**config.mk**
```make
export PLATFORM = sky130hd
export DESIGN_NAME = pipo_serializer_ctrl
export DESIGN_NICKNAME = d
export VERILOG_FILES = /design/src/rtl/pipo_serializer_ctrl.sv
export SDC_FILE = /design/constraint.sdc
export NUM_CORES = 1
export LEC_CHECK = 0
export BUFFER_PORTS_ARGS = -buffer_cell sky130_fd_sc_hd__buf_2
export CAP_MARGIN = 0
export CORE_MARGIN = 2
export CORE_UTILIZATION = 25
export DETAILED_ROUTE_END_ITERATION = 6
export MAX_ROUTING_LAYER = met4
export SLEW_MARGIN = 25
export SYNTH_ARGS = -nofsm -noshare
export SYNTH_HDL_FRONTEND = slang
export SYNTH_SLANG_ARGS = --single-unit
```
**constraint.sdc**
```tcl
create_clock -name clk -period 1.25 [get_ports clk]
set_input_delay 0.0625 -clock clk [delete_from_list [all_inputs] [get_ports clk]]
set_output_delay 0.0625 -clock clk [all_outputs]
set_load 0.005 [all_outputs]
```
**src/rtl/pipo_serializer_ctrl.sv**
```systemverilog
// ---------------------------------------------------------------------------
// pipo_serializer_ctrl
//
// Purpose:
//   Controls a parallel-load shift register so that it works as a
//   parallel-to-serial converter. A WIDTH-bit word is taken over a
//   valid/ready handshake and then presented one bit at a time. The
//   downstream consumer paces each bit with ser_en. When the last bit of a
//   word is consumed and another word is waiting, that word is loaded on
//   the same edge. This gives back-to-back words with no idle cycle.
//
// Parameters:
//   WIDTH      word width in bits (>= 2)
//   MSB_FIRST  1: bit WIDTH-1 leaves first, 0: bit 0 leaves first
//
// Ports:
//   clk        rising-edge clock
//   reset_n    asynchronous active-low reset
//   par_valid  upstream word available on par_data
//   par_data   parallel word to serialize
//   par_ready  word is taken on this edge if par_valid=1
//   ser_en     downstream consumes the presented bit on this edge
//   ser_out    presented serial bit (meaningful while ser_valid=1)
//   ser_valid  a serial bit is presented
//   ser_last   presented bit is the final bit of the word
//   busy       a word is in flight
// ---------------------------------------------------------------------------
module pipo_serializer_ctrl #(
    parameter int WIDTH     = 4,
    parameter bit MSB_FIRST = 1'b1
) (
    input  logic             clk,
    input  logic             reset_n,
    input  logic             par_valid,
    input  logic [WIDTH-1:0] par_data,
    output logic             par_ready,
    input  logic             ser_en,
    output logic             ser_out,
    output logic             ser_valid,
    output logic             ser_last,
    output logic             busy
);

    localparam int                CNT_W    = $clog2(WIDTH);
    localparam logic [CNT_W-1:0]  LAST_IDX = CNT_W'(WIDTH - 1);

    typedef enum logic {
        IDLE  = 1'b0,
        SHIFT = 1'b1
    } state_t;

    state_t             state;
    logic [WIDTH-1:0]   shreg;
    logic [CNT_W-1:0]   bit_cnt;
    logic [WIDTH-1:0]   shreg_shifted;
    logic               in_shift;
    logic               at_last;

    // The shift direction moves the next bit toward the output end and
    // zero-fills the bit that is vacated at the far end.
    always_comb begin
        shreg_shifted = shreg;
        if (MSB_FIRST) begin
            shreg_shifted = {shreg[WIDTH-2:0], 1'b0};
        end else begin
            shreg_shifted = {1'b0, shreg[WIDTH-1:1]};
        end
    end

    // The presentation outputs decode only from flops. That keeps them
    // glitch-free for the consumer. Because state resets asynchronously,
    // ser_valid drops as soon as reset_n is asserted. par_ready is the one
    // combinational exception. It must also open on the consuming edge of
    // the last bit so that a waiting word can be loaded without a bubble.
    // It deliberately does not look at par_valid.
    always_comb begin
        in_shift  = (state == SHIFT);
        at_last   = in_shift && (bit_cnt == LAST_IDX);
        ser_valid = in_shift;
        busy      = in_shift;
        ser_last  = at_last;
        ser_out   = in_shift && (MSB_FIRST ? shreg[WIDTH-1] : shreg[0]);
        par_ready = !in_shift || (at_last && ser_en);
    end

    // Sequencing FSM. IDLE waits for a word. SHIFT presents bits and
    // advances one position per ser_en. At the end of a word it either
    // reloads from a waiting upstream word or falls back to IDLE. Clearing
    // shreg on the way to IDLE matches the zero fill of a final shift. No
    // stale data is therefore left behind.
    always_ff @(posedge clk or negedge reset_n) begin
        if (!reset_n) begin
            state   <= IDLE;
            shreg   <= '0;
            bit_cnt <= '0;
        end else begin
            case (state)
                IDLE: begin
                    if (par_valid) begin
                        shreg   <= par_data;
                        bit_cnt <= '0;
                        state   <= SHIFT;
                    end
                end
                SHIFT: begin
                    if (ser_en) begin
                        if (bit_cnt == LAST_IDX) begin
                            bit_cnt <= '0;
                            if (par_valid) begin
                                shreg <= par_data;
                            end else begin
                                shreg <= '0;
                                state <= IDLE;
                            end
                        end else begin
                            shreg   <= shreg_shifted;
                            bit_cnt <= bit_cnt + CNT_W'(1);
                        end
                    end
                end
                default: begin
                    state   <= IDLE;
                    shreg   <= '0;
                    bit_cnt <= '0;
                end
            endcase
        end
    end

endmodule

```
; ---- Word-level counts from Yosys, hierarchy flattened
; Cells that the tools add are included.
[word_totals]
register_bits = 7
input_bits = 8
[op_classes]
n_addsub = 1
n_eq_ne = 3
mux = 13
n_bitwise = 1
reduce_logical = 6
[ops]
columns = operator, n
row1 = 2-to-1 mux 4 bit, 4
row2 = case mux 4 bit (2 select lines), 1
row3 = 2-to-1 mux 2 bit, 3
row4 = != test 2 bit (second input constant), 2
row5 = case mux 2 bit (2 select lines), 1
row6 = logical AND 1 bit, 3
row7 = 2-to-1 mux 1 bit, 3
row8 = adder 2 x 1 -> 2 bit (second input constant), 1
row9 = equality test 2 bit (second input constant), 1
row10 = case mux 1 bit (2 select lines), 1
row11 = AND reduction 2 bit, 1
row12 = logical NOT 1 bit, 1
row13 = logical OR 1 bit, 1
row14 = inverter 1 bit, 1

; ---- Longest topological paths before layout
; Gate-level depths: netlist of the first run.
[depth]
ltp_word = 4
depth_mapped = 4
depth_no_buf = 4

; ---- Worst setup path before layout of the first run
; OpenSTA, ideal clock, no wires.
[synth_path]
kind = register to register
start = reg bit_cnt[0]
end = reg bit_cnt[1]
t_arrival_ns = 1.127
required_time_ns = 1.129
setup_slack_ns = 0.002
path_stages_with_launch = 4
cell_sequence = dfrtp_1 -> ha_1 -> mux2_2 -> a22o_1
[synth_between]
elab_chain_len = 4
[synth_lines]
columns = element, line_no
row1 = "start, declared", 54  ; logic [CNT_W-1:0] bit_cnt;
row2 = "start signal, assigned", 117  ; bit_cnt <= bit_cnt + CNT_W'(1);
row3 = adder 2 x 1 -> 2 bit / equality test 2 bit (equally long branches), "117, 107"
row4 = 2-to-1 mux 2 bit (*), 107  ; if (bit_cnt == LAST_IDX) begin
row5 = 2-to-1 mux 2 bit (*), 106  ; if (ser_en) begin
row6 = case mux 2 bit (2 select lines) (*), 97  ; case (state)
; Mark *: on every way between the ends. The rest lies on a longest branch, timed or not. The select of a mux whose other input is x is not followed.
; A chain may end at the register's enable or synchronous reset.

; ---- Final worst setup path of the first run
[layout_path]
start = reg bit_cnt[0]
end = out ser_last
[layout_between]
elab_chain_len = 2
[layout_lines]
columns = element, line_no
row1 = equality test 2 bit, 78  ; at_last = in_shift && (bit_cnt == LAST_IDX);
row2 = logical AND 1 bit, 78
row3 = "end, declared", 40  ; output logic ser_last,
; No other way between the ends.

==> results.ini, run 1 <==
[cts]
cts_buffers=3
clock_path_buffers=2
cts_tree=done
htreeDepth=1
worstSkewPairLatency_ps=260
path_clk_slew_ps=60
cts_root_buf=clkbuf_4
cts.sinks=7

[worst_setup_path]
worstPathMaxFanout=3
reg2reg_slack_ps=40
critPathSlowestCell=dfrtp_1
cp.arrival_ps=1200
worstReg2RegEnd=shreg[1]
path_buf_inv=2
crit_cells=4
critical_path_class=register to output port
critPathTopFamily=flip-flops
slowest_delay_ps=410
path_cells=ha_4 > buf_6 > and2_4 > buf_6
crit_top_cell=buf_6
cp-start-kind=register
crit_required_ps=1190
worstSetupEndpointType=output port
rr_worst_depth=4
crit-reg2reg-launch=bit_cnt[0]

[layout]
drive_gt1_share_pct=55.93
antenna_cells=0
nNetsFinal=69
regArea_um2=175.2
fillerInstances=157
area_growth_pct=53.07
multi_input_area_um2=234.0

[floorplan]
start_util_pct=26.28
die_w_um=43.33
design.core.area_um2=1471
rows=14
dieArea_um2=1877
die_y_um=43.33
num_io_pins=13

[timing]
final_hold_viol_count=0
setup_viol=2
timing.final.crit_share_pct=101.3
max_freq_mhz=789.8
maxSlewHeadroom_pct=88.27
rsz0062_at_grt=yes
hold_ws_ps=40.24
slew_viol_final=0
finalCriticalPeriod_ps=1266
fin_skew_ps=1.245
tightest_slew_ps=176.0
tns_ps=-30.49
setup_ws_ps=-16.09

[synthesis]
synthCells=37
syn_area_um2=386.6
syn-num-nets=46
yosysUniqueCellTypes=19
synth_seq_cells=7
synth_warnings=0
yosysSeqAreaShare_pct=45.31
syn_avg_cell_area_um2=10.45

[power]
power.density_nw_per_um2=2292
ir_drop_mv=0.8775
leakage_uw=0.0002889

[hold_path]
hp-class=input port to register
hold_end=shreg[0]
hold_depth=3
min_from=par_data[0]

[place]
dp_hpwl_um=607
io_buffers=12
routabilityCongestion=0.7262

[drt]
drt-initial-drc-count=3
drt-total-wl_um=954
drc=0
routedWlPerCell_um=12.72
vias_per_cell=4.627
num_vias=347
dr.pass1.iters=2
final_antenna_net_count=0

[global_route]
globalRouteTotalUtil_pct=11.26
antenna_found_initial=0
grt_pass1_vias=345
grt_pass1_wl_um=1400
grt-ovfl-total=0
grt_max_degree=9

[status]
violations=negative setup slack
status=complete, but fails checks

[flow_run]
maxCapViolCount=0

cell type report:
class | count | share of cell area (%)
repair buffers | 20 | 22.41
multi-input cells | 27 | 39.53
clock buffers | 4 | 4.440
flip-flops and latches | 7 | 29.60
well taps | 16 | 3.383
inverters | 1 | 0.6342
where the power goes:
| part | leakage (µW) | switching [µW] | internal [µW] |
|---|---|---|---|
| Clock | 0.0000150 | 99.2 | 123 |
| Sequential | 0.0000820 | 76.2 | 321 |
| Combinational | 0.000192 | 292 | 445 |
| Total | 0.000289 | 468 | 889 |
cell usage after synthesis:
master	instances	share of area, %
ha_1	1	3.2
and2_1	2	3.2
nand2b_1	2	3.2
buf_6	1	2.9
inv_1	1	0.97
nor2b_1	1	1.6
a21bo_4	1	4.2
nand3_1	1	1.3
a22o_1	1	2.3
nand2_1	2	1.9
o21ai_1	1	1.3
a21oi_1	3	3.9
a22oi_1	3	5.8
mux2_2	1	2.9
mux2_4	1	3.9
mux2i_1	2	5.2
dfrtp_1	7	45
nor2_1	5	4.9
buf_4	1	1.9
cell usage in the layout (no fill, tap or decap):
cell type,instances
nor2b_4,1
dfrtp_1,7
nor2_4,1
mux2i_1,2
a22o_1,1
inv_1,1
nand3_1,1
clkbuf_4,3
buf_6,2
a21oi_1,3
nor2_1,4
a22oi_1,1
buf_2,11
and2_1,1
and2_4,1
clkbuf_1,1
dlygate4sd3_1,1
o21ai_1,1
nand2_2,2
nand2b_1,2
ha_4,1
buf_4,6
mux2_4,1
mux2_2,1
a22oi_2,2
a21bo_4,1
registers in the layout, indices dropped and copies added, names as in the netlist:
name,count
bit_cnt,2
busy,1
shreg,4
cell families (layout without fill, tap and decap cells):
| kind of cell | Yosys count | count (layout) | share of synthesized area, % |
|---|---|---|---|
| AO/OA/AOI/OAI | 9 | 9 | 17.47 |
| buffers and inverters | 3 | 25 | 5.825 |
| multiplexers | 4 | 4 | 11.97 |
| AND/OR/NAND/NOR | 13 | 13 | 16.18 |
| flip-flops | 7 | 7 | 45.31 |
| adder cells (fa/ha/maj) | 1 | 1 | 3.236 |
worst max path at each step:
| stage | startpoint | endpoint | slack (ps) |
|---|---|---|---|
| after floorplan | bit_cnt[0] | bit_cnt[1] | 2 |
| after global placement | bit_cnt[0] | bit_cnt[1] | 20 |
| after detailed placement | bit_cnt[0] | bit_cnt[1] | 10 |
| after CTS | bit_cnt[1] | ser_last | -30 |
| after global routing | bit_cnt[0] | ser_last | -60 |
| final | bit_cnt[0] | ser_last | -20 |
worst min-delay path: stages:
cell and delay [ps]:
buf_2 80, nand3_1 50, o21ai_1 70
what timing repair did:
action | in CTS | in global routing
gates resized for setup | 3 | 10
endpoints found under the hold margin | 7 | 0
hold buffers | 1 | 0
setup endpoints to repair | 2 | 6
pin swaps | 3 | 3
setup buffers | 2 | 1
metal layers:
layer	part of all wire [%]	track usage, %	vias up
li1	-	-	173
met1	41	12.24	161
met2	52	16.42	9
met3	4.6	2.553	4
met4	2.8	10.91	0
met5	0	-	-
metrics by stage:
step | total power [µW] | instances | setup WS, ps | util (%) | cell area [µm²]
2_1_floorplan | 715.5 | 37 | 1.899 | - | 386.6
3_3_place_gp | 882.7 | 67 | 22.91 | 32.48 | 478.0
3_5_place_dp | 900.9 | 67 | 10.07 | 32.48 | 478.0
4_1_cts | 1184 | 74 | -28.19 | 36.56 | 538.0
5_1_grt | 1465 | 75 | -57.72 | 40.22 | 591.8
6_report | 1357 | 75 | -16.09 | 40.22 | 591.8
Note: power is estimated with default switching activity, not from simulation.
==> run 2, diff against run 1 <==
--- a/config.mk
+++ b/config.mk
@@ -9,6 +9,7 @@
 export CAP_MARGIN = 0
 export CORE_MARGIN = 2
 export CORE_UTILIZATION = 25
+export CTS_BUF_LIST = sky130_fd_sc_hd__clkbuf_4
 export DETAILED_ROUTE_END_ITERATION = 6
 export MAX_ROUTING_LAYER = met4
 export SLEW_MARGIN = 25
==> run 2 against run 1 <==
Fmax grew 0.24%. The run still ends with negative setup slack left. Total power grew 0.40%. Clock power grew 6%. Largest cell class unchanged. Combinational power shrank 0.9%. Core utilization grew 0.26 points. Sequential cell count is the same. Hold slack gained 2.8 ps. Critical path depth is the same. Wire length shrank 5.9%.
==> results.ini, run 2 (synthesis results as in run 1) <==
[status]
status=complete, but fails checks
violations=negative setup slack

[global_route]
antenna_found_initial=0  ; unchanged
grt-ovfl-total=0  ; unchanged
met1_usage_pct=12.24  ; unchanged
grt_max_degree=9  ; unchanged
globalRouteTotalUtil_pct=11.26  ; unchanged
grt_pass1_wl_um=1400  ; unchanged
grt_pass1_vias=344  ; -0.29%
grt-busiest-layer=met2
gr-usage-met3_pct=2.553  ; unchanged
met2_usage_pct=16.42  ; unchanged

[drt]
vias_per_cell=4.600  ; -0.58%
drt-total-wl_um=898  ; -5.9%
dr.pass1.iters=3  ; +1
num_vias=345  ; -0.58%
final_antenna_net_count=0  ; unchanged
routedWlPerCell_um=11.97  ; -5.9%
drt-initial-drc-count=2  ; -1
drc=0  ; unchanged

[timing]
tightest_slew_ps=176.3  ; +0.3248 ps
max_freq_mhz=791.7  ; +0.24%
hold_ws_ps=43.02  ; +2.783 ps
rsz0062_at_grt=yes
fin_skew_ps=2.703  ; +1.458 ps
final_hold_viol_count=0  ; unchanged
setup_ws_ps=-13.03  ; +3.059 ps
slew_viol_final=0  ; unchanged
tns_ps=-13.03  ; +17.46 ps
timing.final.crit_share_pct=101.0  ; -0.24 points
finalCriticalPeriod_ps=1263  ; -3.059 ps
setup_viol=1  ; -1
maxSlewHeadroom_pct=88.25  ; about the same

[worst_setup_path]
worstPathMaxFanout=3  ; unchanged
critPathSlowestCell=dfrtp_1
cp-start-kind=register
cp.arrival_ps=1200  ; about the same
crit-reg2reg-launch=bit_cnt[1]
reg2reg_slack_ps=50  ; about the same
crit_required_ps=1190  ; about the same
worstSetupEndpointType=output port
critPathTopFamily=flip-flops
path_cells=ha_4 > buf_6 > and2_4 > buf_6
crit_top_cell=buf_6
path_buf_inv=2  ; unchanged
slowest_delay_ps=410  ; about the same
crit_cells=4  ; unchanged
critical_path_class=register to output port
cp-endpoint=ser_last
worstReg2RegEnd=shreg[1]
crit_start=bit_cnt[1]
rr_worst_depth=4  ; unchanged

[cts]
cts_buffers=3  ; unchanged
clock_path_buffers=2  ; unchanged
cts.sinks=7  ; unchanged
path_clk_slew_ps=60  ; about the same
worstSkewPairLatency_ps=260  ; about the same
htreeDepth=1  ; unchanged
cts_root_buf=clkbuf_4
cts_tree=done

[power]
power.density_nw_per_um2=2287  ; -0.23%
ir_drop_mv=0.8642  ; -1.5%
leakage_uw=0.0002923  ; +1.2%
totalPowerFinal_uw=1362  ; +0.40%

[floorplan]
start_util_pct=26.28  ; unchanged
die_w_um=43.33  ; unchanged
rows=14  ; unchanged
die_y_um=43.33  ; unchanged
dieArea_um2=1877  ; unchanged
num_io_pins=13  ; unchanged
design.core.area_um2=1471  ; unchanged

[hold_path]
hp-class=input port to register

[layout]
drive_gt1_share_pct=57.63  ; +1.7 points
antenna_cells=0  ; unchanged
nNetsFinal=69  ; unchanged
multi_input_area_um2=234.0  ; unchanged
top_register=shreg
largest_register_ff_count=4  ; unchanged
final_cell_mix=buf_2, dfrtp_1, buf_4
area_growth_pct=54.05
regArea_um2=175.2  ; unchanged
final_common_cell=buf_2
fillerInstances=153  ; -2.5%

[place]
dp_hpwl_um=607  ; unchanged
io_buffers=12  ; unchanged
routabilityCongestion=0.7262  ; unchanged

[flow_run]
maxCapViolCount=0  ; unchanged

==> run 2: metrics by stage <==
step | setup WS, ps | cells | utilization, % | area [µm²]
CTS | -25.69 | 74 | 36.82 | 541.8
global route | -53.27 | 75 | 40.48 | 595.6
finish | -13.03 | 75 | 40.48 | 595.6
floorplan | 1.899 | 37 | - | 386.6
detailed placement | 10.07 | 67 | 32.48 | 478.0
global placement | 22.91 | 67 | 32.48 | 478.0
==> run 2: per-layer routing <==
| metal | up-vias | share of wire [%] |
|---|---|---|
| met4 | 0 | 3.0 |
| li1 | 171 | - |
| met2 | 9 | 51 |
| met1 | 161 | 41 |
| met3 | 4 | 4.9 |
| met5 | - | 0 |
==> run 2: what timing repair did <==
item	4_1_cts	5_1_grt
gates resized for setup	3	10
cloned	0	0
buffers inserted	2	1
hold buffers	1	0
pin swaps	3	3
endpoints found under the setup margin	2	6
endpoints found under the hold margin	7	0
==> run 2: area by class of cell <==
type	instances	area share, %
multi-input cells	27	39.29
flip-flops and latches	7	29.41
repair buffers	20	22.27
clock buffers	4	5.042
well taps	16	3.361
inverters	1	0.6303
==> run 2: worst min-delay path by stage <==
stage	start	end	slack, ps	depth (start not counted)
CTS	par_data[0]	shreg[0]	50	3
detailed placement	reset_n	busy	-90	1
floorplan	reset_n	bit_cnt[0]	-230	0
global route	par_data[0]	shreg[0]	40	3
finish	par_data[0]	shreg[0]	40	3
global placement	reset_n	bit_cnt[0]	-90	1
==> run 2: tightest hold or removal path, cell delays in order <==
cell and delay [ps]:
buf_2 80, nand3_1 50, o21ai_1 70
==> run 2: power breakdown <==
group / switching [µW] / internal, µW / leakage (µW) / total [µW]
combinational: 284 / 445 / 0.000192 / 730
sequential: 75.9 / 321 / 0.0000820 / 397
clock: 91.3 / 144 / 0.0000184 / 235
==> run 3, diff against run 2 <==
--- a/config.mk
+++ b/config.mk
@@ -7,10 +7,10 @@
 export LEC_CHECK = 0
 export BUFFER_PORTS_ARGS = -buffer_cell sky130_fd_sc_hd__buf_2
 export CAP_MARGIN = 0
-export CORE_MARGIN = 2
-export CORE_UTILIZATION = 25
+export CORE_AREA = 2 2 39 41
 export CTS_BUF_LIST = sky130_fd_sc_hd__clkbuf_4
 export DETAILED_ROUTE_END_ITERATION = 6
+export DIE_AREA = 0 0 41 43
 export MAX_ROUTING_LAYER = met4
 export SLEW_MARGIN = 25
 export SYNTH_ARGS = -nofsm -noshare
==> run 3 against run 2 <==
The flow now finishes without violations. Cell count is 5.3% lower. Sequential cell count did not move. Critical path depth down 1. Non-clock buffer count shrank 4. Setup slack improved by 44 ps. First-iteration DRC count grew to 2.5 times the previous value. Via count fell by 4.9%. Final area shrank 7.4%. Largest cell class unchanged.
==> results.ini, run 3 (synthesis results as in run 1) <==
[global_route]
met1_usage_pct=15.03  ; +2.8 points
grt-ovfl-total=0  ; unchanged
met2_usage_pct=16.88  ; +0.46 points
grt-busiest-layer=met2
gr-usage-met3_pct=4.712  ; +2.2 points
grt_pass1_wl_um=1393  ; -0.50%
globalRouteTotalUtil_pct=12.51  ; +1.3 points
grt_pass1_vias=314  ; -8.7%
antenna_found_initial=0  ; unchanged
grt_max_degree=9  ; unchanged

[worst_setup_path]
crit_required_ps=1390  ; +200 ps
rr_worst_depth=3  ; -1
worstPathMaxFanout=2  ; -1
path_cells=ha_4 > mux2_4 > a22o_1
cp-start-kind=register
crit-reg2reg-launch=bit_cnt[0]
critPathTopFamily=flip-flops
path_buf_inv=0  ; -2
reg2reg_slack_ps=30  ; -20 ps
slowest_delay_ps=410  ; about the same
worstReg2RegEnd=bit_cnt[1]
cp.arrival_ps=1360  ; +160 ps
critical_path_class=register to register
critPathSlowestCell=dfrtp_1
worstSetupEndpointType=register

[layout]
final_cell_mix=buf_2, dfrtp_1, nor2_1
largest_register_ff_count=4  ; unchanged
finalNonFillerCells=71  ; -5.3%
nNetsFinal=65  ; -5.8%
final_core_util_pct=39.87  ; -0.60 points
drive_gt1_share_pct=50.91  ; -6.7 points
final_common_cell=buf_2
top_register=shreg
area_growth_pct=42.72
antenna_cells=0  ; unchanged

[flow_run]
maxCapViolCount=0  ; unchanged

[floorplan]
die_w_um=41  ; -5.4%
design.core.area_um2=1384  ; -6.0%
die_y_um=43  ; -0.75%
start_util_pct=27.94  ; +1.7 points
rows=14  ; unchanged
num_io_pins=13  ; unchanged
dieArea_um2=1763  ; -6.1%

[timing]
fin_skew_ps=0.2858  ; -2.417 ps
max_freq_mhz=820.6  ; +3.6%
rsz0062_at_grt=yes
timing.final.crit_share_pct=97.49  ; -3.5 points
maxSlewHeadroom_pct=86.40  ; -1.8 points
tightest_slew_ps=203.1  ; +26.75 ps
final_hold_viol_count=0  ; unchanged
slew_viol_final=0  ; unchanged
finalCriticalPeriod_ps=1219  ; -44.36 ps
setup_viol=0  ; -1

[power]
leakage_uw=0.0002644  ; -9.6%
totalPowerFinal_uw=1246  ; -8.5%
ir_drop_mv=0.8766  ; +1.4%
power.density_nw_per_um2=2258  ; -1.3%

[drt]
drt-total-wl_um=822  ; -8.5%
routedWlPerCell_um=11.58  ; -3.3%
drc=0  ; unchanged
drt-initial-drc-count=5  ; +3
num_vias=328  ; -4.9%
vias_per_cell=4.620  ; +0.43%
dr.pass1.iters=4  ; +1
final_antenna_net_count=0  ; unchanged

[cts]
worstSkewPairLatency_ps=250  ; about the same
path_clk_slew_ps=50  ; about the same
clock_path_buffers=2  ; unchanged
cts.sinks=7  ; unchanged
htreeDepth=1  ; unchanged
cts_root_buf=clkbuf_4
cts_tree=done
cts_buffers=3  ; unchanged

[place]
routabilityCongestion=0.7241  ; -0.29%
dpl.cell_count=67  ; unchanged
io_buffers=12  ; unchanged
dp_hpwl_um=602.8  ; -0.69%

[hold_path]
min_from=par_data[0]
hold_end=shreg[0]
hold_depth=3  ; unchanged
hp-class=input port to register

[status]
status=finished, final reports clean

[run 3: metal layers]
metal	wire [µm]	vias to the layer above	part of all wire (%)
met4	0	0	0
li1	-	164	-
met3	37	0	4.5
met5	0	-	0
met2	426	6	52
met1	358	158	44
[run 3: how the worst max path moves through the flow]
stage                  to  slack [ps]  cells past startpoint  startpoint
6_report       bit_cnt[1]          30                      3  bit_cnt[0]
5_1_grt        bit_cnt[1]          -7                      3  bit_cnt[0]
4_1_cts        bit_cnt[1]          10                      3  bit_cnt[1]
3_5_place_dp   bit_cnt[1]         -10                      3  bit_cnt[0]
3_3_place_gp   bit_cnt[1]          20                      3  bit_cnt[0]
2_1_floorplan  bit_cnt[1]           2                      3  bit_cnt[0]
[run 3: tightest hold or removal path, delay by kind of cell]
kind                   cells  cell delay, ps
AOI/OAI and AO/OA          1              70
and+or+nand+nor            1              50
buffers and inverters      1              80
[run 3: timing repair]
| action | 4_1_cts | 5_1_grt |
|---|---|---|
| gates resized for setup | 1 | 8 |
| endpoints found under the hold margin | 7 | 0 |
| pin swaps | 1 | 9 |
| hold buffers | 1 | 0 |
| endpoints found under the setup margin | 5 | 4 |
| setup buffers | 1 | 0 |
[run 3: cell type report]
type / count / area (µm²)
multi-input combinational: 27 / 226.5
sequential: 7 / 175.2
tap: 16 / 20.02
timing repair buffer: 16 / 96.34
clock buffer: 4 / 30.03
fill: 142 / 832.0
inverter: 1 / 3.754
[run 3: metrics by stage]
| stage | area (µm²) | TNS [ps] | hold WS [ps] | setup WS (ps) |
|---|---|---|---|---|
| 2_1_floorplan | 386.6 | 0 | -233.1 | 1.899 |
| 3_3_place_gp | 478.0 | 0 | -93.21 | 19.64 |
| 3_5_place_dp | 478.0 | -11.91 | -92.62 | -11.90 |
| 4_1_cts | 520.5 | 0 | 45.85 | 10.21 |
| 5_1_grt | 551.8 | -7.945 | 60.51 | -7.245 |
| 6_report | 551.8 | 0 | 52.62 | 31.33 |
[run 3: report_power, final]
part           total (µW)  internal (µW)  switching (µW)
Combinational         612            363             249
Sequential            401            321            79.9
Clock                 232            144            88.6
Total                1250            828             418
